**config.mk**
```make
export PLATFORM = sky130hd
export DESIGN_NAME = bus_mux_sync_tx_flat
export DESIGN_NICKNAME = d
export VERILOG_FILES = /design/src/rtl/bus_mux_sync_tx_if.sv /design/src/rtl/bus_mux_sync_tx.sv /design/src/flat_wrapper.sv
export SDC_FILE = /design/constraint.sdc
export NUM_CORES = 1
export LEC_CHECK = 0
export CORE_MARGIN = 10
export CORE_UTILIZATION = 40
export CTS_CLUSTER_SIZE = 28
export DETAILED_ROUTE_END_ITERATION = 8
export GPL_ROUTABILITY_DRIVEN = 0
export PLACE_DENSITY = 0.77
export SETUP_SLACK_MARGIN = 0.3
export SLEW_MARGIN = 20
export SYNTH_ARGS = -nofsm -noshare
export SYNTH_HDL_FRONTEND = slang
export SYNTH_SLANG_ARGS = --single-unit
export TNS_END_PERCENT = 50
```
**constraint.sdc**
```tcl
create_clock -name clk -period 1.8 [get_ports clk]
set_input_delay 0.45 -clock clk [delete_from_list [all_inputs] [get_ports clk]]
set_output_delay 0.45 -clock clk [all_outputs]
set_load 0.05 [all_outputs]
```
**src/rtl/bus_mux_sync_tx_if.sv**
```systemverilog
// Handshake/bus bundle between the source-domain sender and its environment.
// master: the sender (drives Ready, Unsync_Bus, Enable; receives Data_In, Data_Valid, Ack).
// slave:  the upstream producer plus destination side (drives Data_In, Data_Valid, Ack).
interface bus_mux_sync_tx_if #(
    parameter int UNSYNC_BUS_WIDTH = 8
);
    logic [UNSYNC_BUS_WIDTH-1:0] Data_In;
    logic                        Data_Valid;
    logic                        Ready;
    logic                        Ack;
    logic [UNSYNC_BUS_WIDTH-1:0] Unsync_Bus;
    logic                        Enable;

    modport master (
        input  Data_In,
        input  Data_Valid,
        input  Ack,
        output Ready,
        output Unsync_Bus,
        output Enable
    );

    modport slave (
        output Data_In,
        output Data_Valid,
        output Ack,
        input  Ready,
        input  Unsync_Bus,
        input  Enable
    );
endinterface

```
**src/rtl/bus_mux_sync_tx.sv**
```systemverilog
// Source-domain sender for a bus MUX synchronizer: captures a word, freezes it on
// Unsync_Bus and drives a level Enable to the destination (IDLE->SETUP->REQ->RELEASE).
// Latency: Enable rises after the 2nd edge from accept; Ready only while IDLE, requests
// while busy are dropped (upstream must hold or retry).
//
// Ports: clk, rst (async, active-high); bus (master modport): Data_In, Data_Valid, Ack in;
//        Ready, Unsync_Bus, Enable out (all registered / decoded from registers).
// Build option BUS_SYNC_TX_ACK_EN: defined -> closed-loop four-phase handshake on a
// NUM_STAGES-flop synchronized Ack (no timeout); undefined -> open-loop, REQ and
// RELEASE each last HOLD_CYCLES clocks and Ack is ignored.
// HOLD_CYCLES must be at least NUM_STAGES+2 so the destination has time to sample.
module bus_mux_sync_tx #(
    parameter int NUM_STAGES       = 2,
    parameter int UNSYNC_BUS_WIDTH = 8,
    parameter int HOLD_CYCLES      = 4
) (
    input  logic             clk,
    input  logic             rst,
    bus_mux_sync_tx_if.master bus
);

    typedef enum logic [1:0] {
        IDLE    = 2'd0,
        SETUP   = 2'd1,
        REQ     = 2'd2,
        RELEASE = 2'd3
    } state_t;

    state_t                      state_q, state_d;
    logic [UNSYNC_BUS_WIDTH-1:0] bus_q, bus_d;
    logic                        en_q, en_d;

    // Exit qualifiers for REQ and RELEASE, produced by whichever mode is built.
    logic                        req_done;
    logic                        rel_done;

`ifdef BUS_SYNC_TX_ACK_EN
    // Ack is the destination's synchronized Enable returned as a level; bring it
    // into this domain before the FSM looks at it.
    logic [NUM_STAGES-1:0]       sync_q;
    logic                        ack_s;

    always_ff @(posedge clk or posedge rst) begin
        if (rst) begin
            sync_q <= '0;
        end else begin
            sync_q <= {sync_q[NUM_STAGES-2:0], bus.Ack};
        end
    end

    assign ack_s    = sync_q[NUM_STAGES-1];
    assign req_done = ack_s;
    assign rel_done = !ack_s;
`else
    localparam int            CNT_W     = $clog2(HOLD_CYCLES + 1);
    // Loaded with HOLD_CYCLES-1 so that the state is left on the edge where the
    // counter reads zero, giving exactly HOLD_CYCLES cycles in the state.
    localparam logic [CNT_W-1:0] HOLD_LOAD = CNT_W'(HOLD_CYCLES - 1);

    logic [CNT_W-1:0]            cnt_q, cnt_d;
    logic                        cnt_load;
    logic                        unused_ack;

    assign unused_ack = bus.Ack;
    assign cnt_load   = (state_q == SETUP) || ((state_q == REQ) && req_done);

    always_comb begin
        cnt_d = cnt_q;
        if (cnt_load) begin
            cnt_d = HOLD_LOAD;
        end else if (cnt_q != '0) begin
            // Saturating count-down: parks at zero instead of wrapping.
            cnt_d = cnt_q - 1'b1;
        end
    end

    always_ff @(posedge clk or posedge rst) begin
        if (rst) begin
            cnt_q <= '0;
        end else begin
            cnt_q <= cnt_d;
        end
    end

    assign req_done = (cnt_q == '0);
    assign rel_done = (cnt_q == '0);
`endif

    // Next-state and registered-output logic.
    always_comb begin
        state_d = state_q;
        bus_d   = bus_q;
        en_d    = en_q;
        unique case (state_q)
            IDLE: begin
                if (bus.Data_Valid) begin
                    bus_d   = bus.Data_In;
                    state_d = SETUP;
                end
            end
            SETUP: begin
                // Bus has had a full cycle to settle; now raise the request.
                en_d    = 1'b1;
                state_d = REQ;
            end
            REQ: begin
                if (req_done) begin
                    en_d    = 1'b0;
                    state_d = RELEASE;
                end
            end
            RELEASE: begin
                // Bus stays frozen until the destination is known to be done.
                if (rel_done) begin
                    state_d = IDLE;
                end
            end
            default: begin
                state_d = IDLE;
                en_d    = 1'b0;
            end
        endcase
    end

    always_ff @(posedge clk or posedge rst) begin
        if (rst) begin
            state_q <= IDLE;
            bus_q   <= '0;
            en_q    <= 1'b0;
        end else begin
            state_q <= state_d;
            bus_q   <= bus_d;
            en_q    <= en_d;
        end
    end

    assign bus.Ready      = (state_q == IDLE);
    assign bus.Unsync_Bus = bus_q;
    assign bus.Enable     = en_q;

endmodule

```
**src/flat_wrapper.sv**
```systemverilog
// flat-port wrapper written by rule: the top's interface ports become plain ports
module bus_mux_sync_tx_flat 
#(
    parameter int NUM_STAGES       = 2,
    parameter int UNSYNC_BUS_WIDTH = 8,
    parameter int HOLD_CYCLES      = 4
)
  (clk, rst, bus_Data_In, bus_Data_Valid, bus_Ack, bus_Ready, bus_Unsync_Bus, bus_Enable);
  bus_mux_sync_tx_if #(.UNSYNC_BUS_WIDTH(UNSYNC_BUS_WIDTH)) bus_i ();
  input  logic clk;
  input  logic rst;
  input wire logic [$bits(bus_i.Data_In)-1:0] bus_Data_In;
  input wire logic [$bits(bus_i.Data_Valid)-1:0] bus_Data_Valid;
  input wire logic [$bits(bus_i.Ack)-1:0] bus_Ack;
  output wire logic [$bits(bus_i.Ready)-1:0] bus_Ready;
  output wire logic [$bits(bus_i.Unsync_Bus)-1:0] bus_Unsync_Bus;
  output wire logic [$bits(bus_i.Enable)-1:0] bus_Enable;
  assign bus_i.Data_In = bus_Data_In;
  assign bus_i.Data_Valid = bus_Data_Valid;
  assign bus_i.Ack = bus_Ack;
  assign bus_Ready = bus_i.Ready;
  assign bus_Unsync_Bus = bus_i.Unsync_Bus;
  assign bus_Enable = bus_i.Enable;
  bus_mux_sync_tx #(.NUM_STAGES(NUM_STAGES), .UNSYNC_BUS_WIDTH(UNSYNC_BUS_WIDTH), .HOLD_CYCLES(HOLD_CYCLES)) u_core (.clk(clk), .rst(rst), .bus(bus_i));
endmodule
```
; Word level (Yosys, flattened, before mapping)
; Index checks and enable logic that the tools add are counted.
[classes]
n_addsub = 1
n_eq_ne = 6
n_mux = 8
n_reduce_logical = 10
[op_table]
columns = cell, n
row1 = one-hot mux 2 bit (4 select lines), 1
row2 = 2-to-1 mux 2 bit, 3
row3 = 2-to-1 mux 3 bit, 2
row4 = "== test 2 bit, second input constant", 2
row5 = "inequality test 2 x 1 -> 1 bit, second input constant", 2
row6 = AND reduction 2 bit, 2
row7 = nonzero test 2 bit, 2
row8 = logical NOT 3 bit, 1
row9 = AND reduction 3 bit, 1
row10 = nonzero test 3 bit, 1
row11 = "subtractor 3 x 1 -> 3 bit, second input constant", 1
row12 = "== test 2 x 1 -> 1 bit, second input constant", 1
row13 = logical NOT 2 bit, 1
row14 = "inequality test 2 bit, second input constant", 1
row15 = one-hot mux 1 bit (2 select lines), 1
row16 = logical AND 1 bit, 1
row17 = logical OR 1 bit, 1
row18 = 2-to-1 mux 1 bit, 1
[word_totals]
reg_bits = 14
input_bits = 12
out_inout_bits = 10
word_cells = 29

; Depth between registers and ports, before layout
[logic_depth]
word_depth = 4
depth_mapped = 6
ltp_nobuf = 5

; Worst setup path before layout
; No wires, ideal clock.
[synth_path]
path_kind = reg-to-reg
startpoint = register u_core.state_q[0]
endpoint = register u_core.state_q[1]
setup_ps = 125
arrival_ps = 1677
t_required_ps = 1675
setup_slack_ps = -2
path_stages_with_launch = 6
path_buffers = 0
synth_period_minus_slack_ps = 1802
cell_sequence = dfrtp_1 > inv_1 > ha_1 > inv_1 > o22ai_4 > mux2_4
[synth_via]
elab_chain_cells = 3
word_cells_on_any_way = 9
cone_classes = eq/ne: 6 / mux: 1 / reduce/logical: 2
[synth_lines]
columns = element, line_no
row1 = "start, declared", bus_mux_sync_tx.sv:29  ; state_t state_q, state_d;
row2 = "start signal, assigned", bus_mux_sync_tx.sv:131  ; state_q <= state_d;
row3 = logical NOT 2 bit *, -
row4 = via bus_Ready, flat_wrapper.sv:15  ; output wire logic [$bits(bus_i.Ready)-1:0] bus_Ready;
row5 = inequality test 2 bit (no line), -
row6 = AND reduction 3 bit (no line), -
; The timed path passes the listed nets; every way through them passes the cells marked *.
; A chain may end at the register's enable or synchronous reset.

; Worst setup path in the final report
[layout_path]
startpoint = register u_core.state_q[0]
endpoint = output bus_Ready
[layout_via]
elab_chain_cells = 1
[layout_lines]
columns = element, line_no
row1 = logical NOT 2 bit, bus_mux_sync_tx.sv:137  ; assign bus.Ready = (state_q == IDLE);
row2 = "end, declared", flat_wrapper.sv:15
; No other way between the ends.

==> impl_metrics.py <==
metrics = {
    "outcome": {
        "status": "finished clean",
    },
    "routing": {
        "vias_per_cell": 4.444,
        "drt_iter0_drc": 1,
        "dr.pass1.iters": 2,
        "drtAntennaViolNets": 0,
        "finalWirelength_um": 1449,
        "drc": 0,
        "dr_total_vias": 480,
        "avgRoutedWirePerCell_um": 13.42,
    },
    "cts": {
        "clk_latency_ns": 0.28,
        "clkTransAtPathRegs_ns": 0.08,
        "htree_levels": 1,
        "clockBufferDepth": 2,
        "root_buffer": "clkbuf_4",
        "cts_tree": "yes",
        "clock_sinks": 14,
        "cts_made_buffers": 3,
    },
    "critical_path": {
        "critPathMaxStageDelay_ns": 0.40,
        "critPathLaunchType": "flop",
        "cp_max_fo": 2,
        "worstPathRequired_ns": 1.35,
        "critPathKind": "flop to output port",
        "end_kind": "output port",
        "cpMaxStageDelayCell": "dfrtp_1",
        "cp.arrival_ns": 1.05,
        "critical_path.cell_chain": "inv_2, ha_4, buf_12",
    },
    "pwr": {
        "sw_frac_of_total": 0.4469,
        "power_density_nw_per_um2": 2132,
        "pwr-share-clk": 0.103,
        "p_leak_nw": 0.4674,
        "switchingPower_w": 0.0009551,
        "p_int_w": 0.001182,
        "p_comb_frac": 0.635,
        "pwr-share-seq": 0.262,
        "vdd_drop_max_v": 0.001032,
    },
    "yosys": {
        "synth.most_common_cell": "dfrtp_1",
        "yosys.area.top_type_share": 0.4930,
        "yosys_warnings": 0,
        "yosysTopAreaCell": "dfrtp_1",
        "synth_cells": 56,
        "synth_ff_type": "dfrtp_1",
        "syn_area_sq_um": 710.7,
        "synth_enable_flop_cells": 0,
        "synth_seq_cells": 14,
        "netlist_top_cells_count": "14 x dfrtp_1, 8 x mux2_2, 7 x ha_1, 7 x inv_1, 5 x nor2_1",
        "ys_seq_area_frac": 0.4930,
        "async_flop_share": 1.000,
        "synth.area.top_cells": "dfrtp_1 49%, mux2_2 13%, ha_1 12%",
        "syn_nets": 75,
        "syn_area_per_cell_sq_um": 12.69,
        "ys_types": 15,
    },
    "placed_design": {
        "place_ws_ns": 0.1738,
        "numPortBuffers": 20,
        "dp_hpwl_um": 1127,
    },
    "grt": {
        "antenna_found_initial": 0,
        "grt_pass1_wl_um": 2546,
        "grt_overflow": 0,
        "grt_pass1_vias": 543,
        "gr-usage-all-layers": 0.08281,
        "grt_max_degree": 15,
    },
    "timing": {
        "grt_setup_unrepaired": "true",
        "tightest_slew_ns": 0.5034,
        "slew_viol_final": 0,
        "hold_viol_final": 0,
        "clock_skew_ns": 0.008725,
        "fin_crit_sh": 0.8341,
        "totalNegativeSetupSlack_ns": 0,
        "maxSlewHeadroom": 0.6641,
        "setup_viol": 0,
        "layout_min_cycle_time_ns": 1.501,
        "max_freq_mhz": 666.0,
        "final.setup.worst_slack_ns": 0.2985,
    },
    "hold_path": {
        "worstHoldPathType": "primary input to asynchronous set/reset pin",
    },
    "final_layout": {
        "diodes": 0,
        "syn2layout_area_growth_pct": 41.02,
        "final_nets": 103,
        "final_layout_size_suffix_gt1_frac": 0.4096,
        "utilization": 0.5868,
        "fillCellCount": 146,
    },
    "floorplan": {
        "die_area_sq_um": 3863,
        "core-area_sq_um": 1708,
        "start_util": 0.4161,
        "die_y_um": 62.15,
        "pin_count": 22,
        "die-width_um": 62.15,
        "num_rows": 15,
    },
    "job": {
        "maxCapViolCount": 0,
    },
}
-- critical path, delay by kind of cell, from the launching register on --
kind / cells / cell delay [ns]
flip-flops: 1 / 0.40
buffers and inverters: 2 / 0.21
adder cells (fa/ha/maj): 1 / 0.15
-- flip-flops by register name (all words and copies together), names as in the netlist --
| name | count |
|---|---|
| u_core.bus.Unsync_Bus | 8 |
| u_core.cnt_q | 3 |
| u_core.state_q | 2 |
| u_core.bus.Enable | 1 |
-- timing repair --
item | 4_1_cts | 5_1_grt
hold buffers | 0 | 0
hold endpoints to repair | 0 | 0
setup buffers | 3 | 1
pin swaps | 1 | 1
resized for setup | 3 | 0
endpoints found under the setup margin | 2 | 2
-- layout by cell type, fill, tap and decap left out --
master	n
nand2_2	1
a21oi_1	3
nor2b_4	1
clkdlybuf4s50_1	10
buf_12	1
clkbuf_4	3
or2_1	2
ha_4	1
nor2_1	5
o22ai_4	1
ha_1	6
nor2_4	1
o21a_1	1
inv_2	2
inv_1	5
mux2i_1	3
mux2_2	8
clkbuf_8	1
dfrtp_1	14
buf_4	13
mux2_4	1
-- area by class of cell --
type / count / area, sq um / area share
multi-input cells: 34 / 340.3 / 0.3396
inverters: 7 / 26.28 / 0.02622
clock buffers: 4 / 36.28 / 0.03620
well taps: 25 / 31.28 / 0.03121
flip-flops and latches: 14 / 350.3 / 0.3496
repair buffers: 24 / 217.7 / 0.2172
-- final timing paths --
check	from	end	slack (ns)	cells after the start
max	u_core.state_q[0]	bus_Ready	0.30	3
min	rst	u_core.bus.Unsync_Bus[7]	0.50	2
max reg2reg	u_core.state_q[0]	u_core.state_q[1]	0.34	6
min reg2reg	u_core.bus.Unsync_Bus[0]	u_core.bus.Unsync_Bus[0]	0.51	1
max in group asynchronous	rst	u_core.bus.Unsync_Bus[1]	0.96	2
min in group clk	u_core.bus.Unsync_Bus[0]	u_core.bus.Unsync_Bus[0]	0.51	1
-- cell families (layout without fill, tap and decap cells) --
family,Yosys count,in the layout,share of synthesized area
and+or+nand+nor,10,10,0.08099
muxes,12,12,0.1901
adders and majority gates,7,7,0.1232
AOI/OAI and AO/OA,5,5,0.05986
DFF,14,14,0.4930
buffers and inverters,8,35,0.05282
-- per-stage QoR --
step | cell area (sq um) | hold slack [ns] | std cells | total power (W)
6_report | 1002 | 0.4989 | 108 | 0.002137
4_1_cts | 994.7 | 0.5151 | 107 | 0.002149
3_5_place_dp | 930.9 | 0.4968 | 100 | 0.001858
5_1_grt | 1002 | 0.5233 | 108 | 0.002302
2_1_floorplan | 723.2 | 0.3392 | 56 | 0.001526
3_3_place_gp | 930.9 | 0.4895 | 100 | 0.001822
-- power groups by stage --
| stage | registers (W) | logic [W] | clock network (W) |
|---|---|---|---|
| after floorplan | 0.000901 | 0.000624 | 0 |
| after global placement | 0.000561 | 0.00126 | 0 |
| after detailed placement | 0.000574 | 0.00128 | 0 |
| after CTS | 0.000560 | 0.00136 | 0.000228 |
| after global routing | 0.000580 | 0.00147 | 0.000251 |
| final | 0.000560 | 0.00136 | 0.000221 |
-- per-layer routing --
metal,part of all wire,GRT usage,vias up
li1,-,-,239
met1,0.37,0.07327,228
met2,0.58,0.1474,11
met3,0.047,0.04480,2
met4,0.0097,0.04286,0
met5,0,0,-
Power figures use the tool's default switching activity.
